$ cat src/rtl/tm_multislave_pkg.sv
// Shared types and helpers for the multislave traffic manager.
// The table entry is sized for the widest supported configuration; unused upper bits stay zero.
package tm_multislave_pkg;

  localparam int MAX_VCS   = 16;
  localparam int KEY_MAX_W = 16;
  localparam int CNT_MAX_W = 16;

  typedef struct packed {
    logic                 bound;
    logic [KEY_MAX_W-1:0] key;
    logic [CNT_MAX_W-1:0] count;
  } ret_vc_entry_t;

  function automatic int cnt_width(input int n);
    return $clog2(n + 1);
  endfunction

  // Index of the lowest set request bit; 0 when nothing is set.
  function automatic logic [3:0] lowest_index(input logic [MAX_VCS-1:0] req);
    lowest_index = '0;
    for (int i = MAX_VCS - 1; i >= 0; i--) begin
      if (req[i]) lowest_index = 4'(i);
    end
  endfunction

endpackage

$ cat src/rtl/tm_order_fifo.sv
// Show-ahead FIFO recording the return VC of each issued request, in issue order.
// The head reads as zero while empty so the exposed next-VC output is clean after reset.
module tm_order_fifo #(
  parameter int WIDTH = 2,
  parameter int DEPTH = 32
) (
  input  logic                     clk,
  input  logic                     clear,
  input  logic                     push,
  input  logic [WIDTH-1:0]         push_data,
  input  logic                     pop,
  output logic [WIDTH-1:0]         head,
  output logic                     empty,
  output logic [$clog2(DEPTH):0]   count
);

  localparam int AW = $clog2(DEPTH);

  logic [WIDTH-1:0] mem [DEPTH];
  logic [AW:0]      wr_ptr, rd_ptr;
  logic             full, do_push, do_pop;

  assign count   = wr_ptr - rd_ptr;
  assign empty   = (count == '0);
  assign full    = (count == (AW + 1)'(DEPTH));
  assign do_push = push && !full;
  assign do_pop  = pop && !empty;
  assign head    = empty ? '0 : mem[rd_ptr[AW-1:0]];

  always_ff @(posedge clk) begin
    if (clear) begin
      wr_ptr <= '0;
      rd_ptr <= '0;
    end else begin
      if (do_push) wr_ptr <= wr_ptr + (AW + 1)'(1);
      if (do_pop)  rd_ptr <= rd_ptr + (AW + 1)'(1);
    end
  end

  always_ff @(posedge clk) begin
    if (do_push) mem[wr_ptr[AW-1:0]] <= push_data;
  end

endmodule

$ cat src/rtl/tm_master_multislave_vc.sv
// Credit-based NoC master traffic manager binding slave streams to return VCs.
// Define TM_MULTISLAVE_CHECK_EN for simulation-only protocol checks.
module tm_master_multislave_vc
  import tm_multislave_pkg::*;
#(
  parameter int NUM_CREDITS      = 32,
  parameter int ADDRESS_WIDTH    = 4,
  parameter int VC_ADDRESS_WIDTH = 2,
  parameter int WIDTH_DATA       = 36,
  parameter int NUM_RET_VCS      = 4,
  parameter int ORDER_DEPTH      = 32
) (
  input  logic                        clk,
  input  logic                        rst,
  input  logic                        send_valid_in,
  output logic                        send_ready_out,
  input  logic [WIDTH_DATA-1:0]       send_data_in,
  input  logic [ADDRESS_WIDTH-1:0]    send_dest_in,
  input  logic [VC_ADDRESS_WIDTH-1:0] send_vc_in,
  output logic                        send_valid_out,
  output logic [WIDTH_DATA-1:0]       send_data_out,
  output logic [ADDRESS_WIDTH-1:0]    send_dest_out,
  output logic [VC_ADDRESS_WIDTH-1:0] send_vc_out,
  output logic [VC_ADDRESS_WIDTH-1:0] send_ret_vc,
  input  logic                        send_ready_in,
  input  logic [NUM_RET_VCS-1:0]      receive_valid,
  output logic [VC_ADDRESS_WIDTH-1:0] curr_ret_vc,
  output logic                        curr_ret_vc_valid
);

  localparam int ENTRY_W = WIDTH_DATA + ADDRESS_WIDTH + VC_ADDRESS_WIDTH;
  localparam int KEY_W   = VC_ADDRESS_WIDTH + ADDRESS_WIDTH;
  localparam int OCC_W   = $clog2(ORDER_DEPTH) + 1;

  logic [ENTRY_W-1:0]          in_entry, head_p0, tail_p0;
  logic                        vld_head_p0, vld_tail_p0, rdy_p0, push;
  logic [WIDTH_DATA-1:0]       head_data;
  logic [ADDRESS_WIDTH-1:0]    head_dest;
  logic [VC_ADDRESS_WIDTH-1:0] head_vc, sel, ord_head;
  logic [KEY_W-1:0]            head_key;
  ret_vc_entry_t               tbl [NUM_RET_VCS];
  ret_vc_entry_t               tbl_nxt [NUM_RET_VCS];
  logic [MAX_VCS-1:0]          match_req, free_req;
  logic [3:0]                  pick_m, pick_f;
  logic                        has_vc, credit_ok, issue, ord_empty, ord_full;
  logic [OCC_W-1:0]            ord_count;

  // ---- stage p0: two-entry skid buffer, stored as {payload, dest, vc} ----
  assign in_entry       = {send_data_in, send_dest_in, send_vc_in};
  assign push           = send_valid_in && rdy_p0;
  assign send_ready_out = rdy_p0;
  assign head_vc        = head_p0[VC_ADDRESS_WIDTH-1:0];
  assign head_dest      = head_p0[VC_ADDRESS_WIDTH +: ADDRESS_WIDTH];
  assign head_data      = head_p0[ENTRY_W-1 -: WIDTH_DATA];
  assign head_key       = {head_vc, head_dest};

  // push only happens with the tail empty, so a pop never has to shuffle three entries
  always_ff @(posedge clk) begin
    if (rst) begin
      vld_head_p0 <= 1'b0;
      vld_tail_p0 <= 1'b0;
      rdy_p0      <= 1'b1;
    end else if (issue) begin
      vld_head_p0 <= push || vld_tail_p0;
      vld_tail_p0 <= 1'b0;
      rdy_p0      <= 1'b1;
    end else if (push) begin
      vld_head_p0 <= 1'b1;
      vld_tail_p0 <= vld_head_p0;
      rdy_p0      <= !vld_head_p0;
    end
  end

  always_ff @(posedge clk) begin
    if (issue) head_p0 <= push ? in_entry : tail_p0;
    else if (push && !vld_head_p0) head_p0 <= in_entry;
    if (push && vld_head_p0 && !issue) tail_p0 <= in_entry;
  end

  // Return-VC selection: reuse a live binding for this key, else the lowest free VC.
  always_comb begin
    match_req = '0;
    free_req  = '0;
    for (int i = 0; i < NUM_RET_VCS; i++) begin
      match_req[i] = tbl[i].bound && (tbl[i].key == KEY_MAX_W'(head_key));
      free_req[i]  = (tbl[i].count == '0);
    end
  end

  assign pick_m    = lowest_index(match_req);
  assign pick_f    = lowest_index(free_req);
  assign has_vc    = (|match_req) || (|free_req);
  assign sel       = (|match_req) ? VC_ADDRESS_WIDTH'(pick_m) : VC_ADDRESS_WIDTH'(pick_f);
  assign credit_ok = tbl[sel].count < CNT_MAX_W'(NUM_CREDITS);
  assign ord_full  = (ord_count == OCC_W'(ORDER_DEPTH));
  assign issue     = vld_head_p0 && has_vc && credit_ok && send_ready_in && !ord_full;

  always_comb begin
    for (int i = 0; i < NUM_RET_VCS; i++) begin
      tbl_nxt[i]       = tbl[i];
      tbl_nxt[i].count = tbl[i].count
                       + CNT_MAX_W'(issue && (sel == VC_ADDRESS_WIDTH'(i)))
                       - CNT_MAX_W'(receive_valid[i] && (tbl[i].count != '0));
      if (issue && (sel == VC_ADDRESS_WIDTH'(i))) tbl_nxt[i].key = KEY_MAX_W'(head_key);
      tbl_nxt[i].bound = (tbl_nxt[i].count != '0);
    end
  end

  always_ff @(posedge clk) begin
    for (int i = 0; i < NUM_RET_VCS; i++) begin
      if (rst) tbl[i] <= '0;
      else     tbl[i] <= tbl_nxt[i];
    end
  end

  // ---- stage p1: registered issue towards the packetizer ----
  always_ff @(posedge clk) begin
    if (rst) begin
      send_valid_out <= 1'b0;
      send_data_out  <= '0;
      send_dest_out  <= '0;
      send_vc_out    <= '0;
      send_ret_vc    <= '0;
    end else begin
      send_valid_out <= issue;
      if (issue) begin
        send_data_out <= head_data;
        send_dest_out <= head_dest;
        send_vc_out   <= head_vc;
        send_ret_vc   <= sel;
      end
    end
  end

  tm_order_fifo #(
    .WIDTH (VC_ADDRESS_WIDTH),
    .DEPTH (ORDER_DEPTH)
  ) u_order (
    .clk       (clk),
    .clear     (rst),
    .push      (issue),
    .push_data (sel),
    .pop       (|receive_valid),
    .head      (ord_head),
    .empty     (ord_empty),
    .count     (ord_count)
  );

  assign curr_ret_vc       = ord_head;
  assign curr_ret_vc_valid = !ord_empty;

`ifdef TM_MULTISLAVE_CHECK_EN
  if (NUM_RET_VCS > (1 << VC_ADDRESS_WIDTH) || NUM_RET_VCS > MAX_VCS ||
      KEY_W > KEY_MAX_W || cnt_width(NUM_CREDITS) > CNT_MAX_W) begin : g_cfg_err
    $error("tm_master_multislave_vc: unsupported parameter combination");
  end

  always @(posedge clk) begin
    if (!rst) begin
      if (!$onehot0(receive_valid)) begin
        $error("receive_valid is not one-hot0"); $stop;
      end
      if ((|receive_valid) && !curr_ret_vc_valid) begin
        $error("pop of empty order FIFO"); $stop;
      end
      for (int i = 0; i < NUM_RET_VCS; i++) begin
        if (receive_valid[i] && curr_ret_vc != VC_ADDRESS_WIDTH'(i)) begin
          $error("response on VC %0d while VC %0d is due", i, curr_ret_vc); $stop;
        end
        if (receive_valid[i] && tbl[i].count == '0) begin
          $error("credit underflow on VC %0d", i); $stop;
        end
      end
      if (issue && tbl[sel].count >= CNT_MAX_W'(NUM_CREDITS)) begin
        $error("credit overflow on VC %0d", sel); $stop;
      end
    end
  end
`endif

endmodule
$ cat config.mk
export PLATFORM = sky130hd
export DESIGN_NAME = tm_master_multislave_vc
export DESIGN_NICKNAME = d
export VERILOG_FILES = /design/src/rtl/tm_multislave_pkg.sv /design/src/rtl/tm_order_fifo.sv /design/src/rtl/tm_master_multislave_vc.sv
export SDC_FILE = /design/constraint.sdc
export NUM_CORES = 1
export LEC_CHECK = 0
export ABC_CLOCK_PERIOD_IN_PS = 6700
export BUFFER_PORTS_ARGS = -buffer_cell sky130_fd_sc_hd__clkbuf_2
export CORE_AREA = 2 2 180 182
export DETAILED_ROUTE_END_ITERATION = 7
export DIE_AREA = 0 0 182 184
export PLACE_DENSITY = 0.67
export SLEW_MARGIN = 20
export SYNTH_ARGS = -nofsm -noshare
export SYNTH_HDL_FRONTEND = slang
export SYNTH_SLANG_ARGS = --single-unit
$ cat constraint.sdc
create_clock -name clk -period 6.7 [get_ports clk]
set_clock_uncertainty 0.1 [all_clocks]
set_input_delay 1.34 -clock clk [delete_from_list [all_inputs] [get_ports clk]]
set_output_delay 1.34 -clock clk [all_outputs]
set_load 0.03 [all_outputs]
* Yosys cells after proc, flatten, opt, wreduce, memory -nomap -nowiden
Memory sizes are Yosys's and may differ from the RTL's. A register that Yosys moved wholly into a read port is not among the register bits. Cells that the tools add are included.
Word-level totals: logic and storage cells 116, bits in writable memories 196, output and inout port bits 49, bits of input ports 50, memories 2, flip-flop bits (word level) 144
Memory list:
- tbl | depth 4, width 33, read ports 5, clocked after memory_dff 0, wr ports 4, RTL line tm_master_multislave_vc.sv:41 | ret_vc_entry_t tbl [NUM_RET_VCS];
- u_order.mem | depth 32, width 2, read ports 1, clocked after memory_dff 1, wr ports 1, RTL line tm_order_fifo.sv:19 | logic [WIDTH-1:0] mem [DEPTH];
Cells by class: reductions and logical operators 48, $lt $le $gt $ge 1, mux-type cells 30, add/subtract/negate cells 11, equal/unequal tests 8, bitwise gates (word level) 4
Operators with widths (number):
- 2-to-1 mux 33 bit | 4
- nonzero test 16 bit | 8
- 2-to-1 mux 42 bit | 3
- adder 16 x 1 -> 16 bit | 4
- == test 16 x 6 -> 1 bit | 4
- logical NOT 16 bit | 4
- 2-to-1 mux 16 bit | 4
- subtractor 16 x 1 -> 16 bit | 4
- logical AND 1 bit | 22
- 2-to-1 mux 2 bit | 10
- < comparator 16 x 6 -> 1 bit (second input constant) | 1
- adder 6 x 1 -> 6 bit (second input constant) | 2
- OR reduction 4 bit | 3
- 2-to-1 mux 5 bit | 2
- 2-to-1 mux 1 bit | 7
- == test 6 bit (second input constant) | 1
- logical NOT 6 bit | 1
- subtractor 6 bit | 1
- == test 2 bit (second input constant) | 2
- logical NOT 1 bit | 4
- OR 1 bit | 4
- nonzero test 2 bit | 2
- == test 2 x 1 -> 1 bit (second input constant) | 1
- logical NOT 2 bit | 1
- other kinds (2) | 3

* Logic depth before layout (Yosys ltp)
An unclocked memory read counts as a cell.
depth after elaboration 18, mapped depth 22, mapped depth without buffers 21

* Cells and area by module
A second synthesis with hierarchy kept.
Second synthesis, totals: cell total of the unflattened synthesis 1436, area total of the unflattened synthesis 15403.5 um^2
Modules (own cells, without submodules):
- tm_master_multislave_vc | cells each 1174, times used 1, area each 11673.7 um^2
- tm_order_fifo | cells each 262, times used 1, area each 3729.8 um^2

* Worst setup path before layout
No wires, ideal clock.
path kind reg2reg, from memory tbl[3][6] (netlist bit), to memory tbl[3][32] (netlist bit), data required time 6.462 ns, arrival time 5.748 ns, slack 0.714 ns, stages on the path, launching flop included 23, library setup time 0.138 ns, path buffers 1, path through dfxtp_1 > inv_1 > ha_1 > nand2_1 > or4_1 > o21ai_1 > a221oi_1 > nor2_1 > clkbuf_1 > nand4_1 > ha_1 > inv_1 > ha_1 > inv_1 > fa_1 > nor2b_1 > o311a_1 > o311a_1 > o31a_1 > o311a_1 > or4_1 > nand3_1 > a41oi_1
RTL lines (RTL line):
- from (decl) | tm_master_multislave_vc.sv:41

==> flow_summary.rst <==
.. list-table::
   :header-rows: 1

   * - Metric
     - Value
   * - DP Cell Count
     - 1877
   * - Cells after Synth
     - 1424
   * - Worst-case vdd ir drop
     - 235 uV
   * - Net count after synthesis
     - 1580
   * - Number of pins exceeding their max-slew limit in the final report
     - 0
   * - Worst slack at placement
     - 1.05 ns
   * - Hpwl dp
     - 22.1 mm
   * - Kind of capture point of the worst setup path
     - flip-flop
   * - Clk slew on worst S/H paths
     - 0.06 ns
   * - CP dominant cell by count
     - sky130_fd_sc_hd__o311a_1
   * - Total power per unit cell area
     - approximately 420 nW/um^2
   * - FMAX
     - between 0.15 and 0.2 GHz
   * - Biggest cell delay along the critical path
     - about 0.60 ns
   * - Root Buffer
     - sky130_fd_sc_hd__clkbuf_16
   * - Share of the synthesized area in the top cell type
     - between 20% and 30%
   * - Worst setup slack for register-to-register paths
     - 1.01 ns
   * - Final setup violating endpoints
     - 0
   * - Kind of critical path
     - reg2reg
   * - Hold Fails Final Rpt
     - 0
   * - Async S/R FF share, synth
     - 0%
   * - Overall Global Routing Usage
     - 19.6%
   * - Highest-count cells in the layout ignoring fill and taps
     - sky130_fd_sc_hd__dfxtp_1 (156), sky130_fd_sc_hd__edfxtp_1 (148), sky130_fd_sc_hd__nor2_1 (121), sky130_fd_sc_hd__inv_1 (103), sky130_fd_sc_hd__ha_1 (102)
   * - Fin worst setup slack
     - 1.01 ns
   * - Wire length after detailed routing
     - between 30 and 40 mm
   * - Initial antenna violation count
     - 1
   * - Post-CTS sizing
     - 0
   * - Post-CTS Setup Bufs
     - 0
   * - Leading cell type in the layout, fill and taps excluded
     - sky130_fd_sc_hd__dfxtp_1
   * - Run status
     - completed
   * - Critical Path AT
     - 5.96 ns
   * - Die span in x
     - 182 um
   * - Nets
     - 1667
   * - Number of nets with antenna violations after detailed routing
     - 0
   * - Number of antenna repair diodes
     - 0
   * - Floorplan die area
     - 33500 um^2
   * - Setup repair after global routing missed its margin
     - false
   * - Standby leakage power
     - between 7 and 8 nW
   * - Pin count of the biggest net entering global routing
     - between 150 and 200
   * - Classification of the worst-slack hold path
     - reg2reg
   * - Share of the clock period used by the worst path after layout
     - 85.0%
   * - Cell area after synthesis
     - around 16000 um^2
   * - Area of the multi-input gates
     - 7320 um^2
   * - Rel. slew slack
     - 30.8%
   * - Post-Route Utilization
     - about 56%
   * - Count of unique library cells instantiated by Yosys
     - 72
   * - Initial DRC count
     - 636
   * - Share of layout cells above drive strength 1
     - 15.0%
   * - Mean cell area of the mapped netlist
     - 10.9 um^2
   * - Max Cap Viol
     - 0
   * - Via/cell ratio
     - 5.45
   * - Total gr overflow
     - 0
   * - Vias
     - 10600
   * - Power share of the sequential group
     - around a third
   * - Cell with the largest stage delay on the worst path
     - sky130_fd_sc_hd__nor4_1
   * - Area growth syn-to-layout
     - 13.2%
   * - Switching Power
     - 0.00269 W
   * - Per-cell routed wire length
     - 16.7 um
   * - Number of detailed-route iterations in the first pass
     - 5
   * - Number of synthesized register bits
     - 305
   * - Initial Util
     - 49.4%
   * - Req. time, crit path
     - 6.97 ns
   * - Drt drc
     - 0
   * - Worst hold slack across all endpoints
     - approximately 0.37 ns
   * - Clock tree sinks
     - ~300
   * - Wire length of the first global-routing pass
     - about 53 mm
   * - Final total negative setup slack
     - 0 ns
   * - Gate power share
     - 42.0%
   * - CTS tree
     - done
   * - Cell-internal power
     - 0.00470 W
   * - Die Height
     - 184 um
   * - Clock latency reported for the late side of the worst-skew pair
     - 0.52 ns
   * - Count of pins on the block boundary
     - 99
   * - Number of CTS-inserted buffers
     - 34
   * - Part of the power in the clock network
     - 25.8%
   * - CTS H-tree lvls
     - 2
   * - Predominant post-synthesis flop cell
     - sky130_fd_sc_hd__dfxtp_1
   * - Sum of buffers and inverters on the critical path
     - 3
   * - Synth top area cells
     - sky130_fd_sc_hd__edfxtp_1 (29%), sky130_fd_sc_hd__dfxtp_1 (20%), sky130_fd_sc_hd__ha_1 (8.2%)
   * - Most area-hungry cell type in the Yosys netlist
     - sky130_fd_sc_hd__edfxtp_1
   * - Switching part of the total
     - 36.4%
   * - Max FO, Critical Path
     - 9
   * - YS warnings
     - 0
   * - Reg area
     - ~7600 um^2
   * - Post-CTS Hold Buffers
     - 0
   * - Cell chain of the critical path
     - xnor2_1 > nand4_1 > nor4_1 > nor4bb_1 > a221oi_4 > nand4_1 > buf_4 > ha_1 > inv_1 > ha_1 > inv_1 > fa_1 > nor2b_1 > o311a_1 > o311a_1 > o31a_1 > o311a_1 > or4_1 > nand3_1 > a41oi_1
   * - Count of input and output buffers
     - 98
   * - Slew at the pin with the worst max-slew slack
     - 1.04 ns
   * - Element type at the critical path start
     - flip-flop
   * - Filler cells
     - 2687
   * - Worst-case clock buffer depth
     - 3
   * - Time the worst path needs with I/O delays and setup
     - 5.69 ns
   * - Core box area
     - ~31000 um^2
   * - Part of the Yosys area used for sequential elements
     - approximately 49%
   * - EDFF count, synth
     - 148
   * - Number of standard-cell rows in the floorplan
     - 65
   * - Number of cells in the finished layout apart from fillers
     - 1939
   * - Gpl congestion
     - around 0.84
   * - Vias in the first global route
     - 10500
   * - Crit path max-delay family
     - compound AO/OA/AOI/OAI gates
-- synthesized netlist by cell type, types with 30 or more instances --
| cell type | count |
|---|---|
| sky130_fd_sc_hd__a21oi_1 | 36 |
| sky130_fd_sc_hd__and3_1 | 34 |
| sky130_fd_sc_hd__clkbuf_1 | 40 |
| sky130_fd_sc_hd__dfxtp_1 | 157 |
| sky130_fd_sc_hd__edfxtp_1 | 148 |
| sky130_fd_sc_hd__ha_1 | 102 |
| sky130_fd_sc_hd__inv_1 | 103 |
| sky130_fd_sc_hd__mux2_2 | 34 |
| sky130_fd_sc_hd__nand2b_1 | 59 |
| sky130_fd_sc_hd__nor2_1 | 123 |
| sky130_fd_sc_hd__nor2b_1 | 76 |
| sky130_fd_sc_hd__o21ai_0 | 88 |
| sky130_fd_sc_hd__xnor2_1 | 49 |
| sky130_fd_sc_hd__xor2_1 | 30 |
-- registers in the layout, indices dropped and copies added (netlist names), 2 cells and up, named ones only --
register	count
tbl	92
u_order.mem	64
head_p0	42
tail_p0	42
send_data_out	36
u_order.rd_ptr	6
u_order.wr_ptr	6
send_dest_out	4
send_ret_vc	2
send_vc_out	2
-- final timing paths --
check	from	endpoint	cells after the start
min reg2reg	vld_tail_p0$_SDFFE_PP0P_	vld_tail_p0$_SDFFE_PP0P_	2
max	head_p0[5]$_DFFE_PP_	tbl[3][32]$_SDFF_PP0_	20
max reg2reg	head_p0[5]$_DFFE_PP_	tbl[3][32]$_SDFF_PP0_	20
min	vld_tail_p0$_SDFFE_PP0P_	vld_tail_p0$_SDFFE_PP0P_	2
-- stage by stage --
| step | power, W | instance area (um^2) |
|---|---|---|
| 2_1_floorplan | 0.00483 | 15500 |
| 3_3_place_gp | 0.00544 | 16400 |
| 3_5_place_dp | 0.00549 | 16400 |
| 4_1_cts | 0.00743 | 17500 |
| 5_1_grt | 0.00793 | 17500 |
| 6_report | 0.00738 | 17500 |
-- worst reg2reg max path: cells and delay by family (launching register included) --
kind	cells	cell delay (ns)
AO/OA/AOI/OAI	6	2.01
XOR/XNOR	1	0.21
adder cells (fa/ha/maj)	3	0.69
buffers and inverters	3	0.33
flip-flops	1	0.55
AND/OR/NAND/NOR	7	1.65
-- cell families after synthesis --
family	count (synthesis)	share of synthesized area [%]
AO/OA/AOI/OAI	229	9.43
XOR/XNOR	79	4.46
AND/OR/NAND/NOR	444	15.9
adder cells (fa/ha/maj)	106	8.75
buffers and inverters	164	4.16
multiplexers	97	8.34
flip-flops	305	48.9
-- power groups by stage --
stage | combinational [W] | clock (W) | sequential (W)
2_1_floorplan | 0.00251 | 0 | 0.00232
3_3_place_gp | 0.00303 | 0 | 0.00241
3_5_place_dp | 0.00307 | 0 | 0.00242
4_1_cts | 0.00310 | 0.00195 | 0.00238
5_1_grt | 0.00350 | 0.00202 | 0.00241
6_report | 0.00310 | 0.00191 | 0.00238
-- routing by layer --
layer | track usage, % | wire [um] | part of all wire, %
met1 | 25.6 | 14400 | 44
met2 | 32.5 | 15300 | 47
met3 | 5.17 | 2060 | 6.3
met4 | 5.23 | 637 | 2.0
met5 | 0.296 | 11 | 0.034
-- layout make-up --
cell class                 count  area share, %
timing repair buffer         112           3.43
clock buffer                  46           5.40
multi-input combinational    955           41.7
sequential                   305           43.3
tap                          402           2.87
inverter                     103           2.20
clock inverter                16           1.15
(Power assumes the default switching activity.)
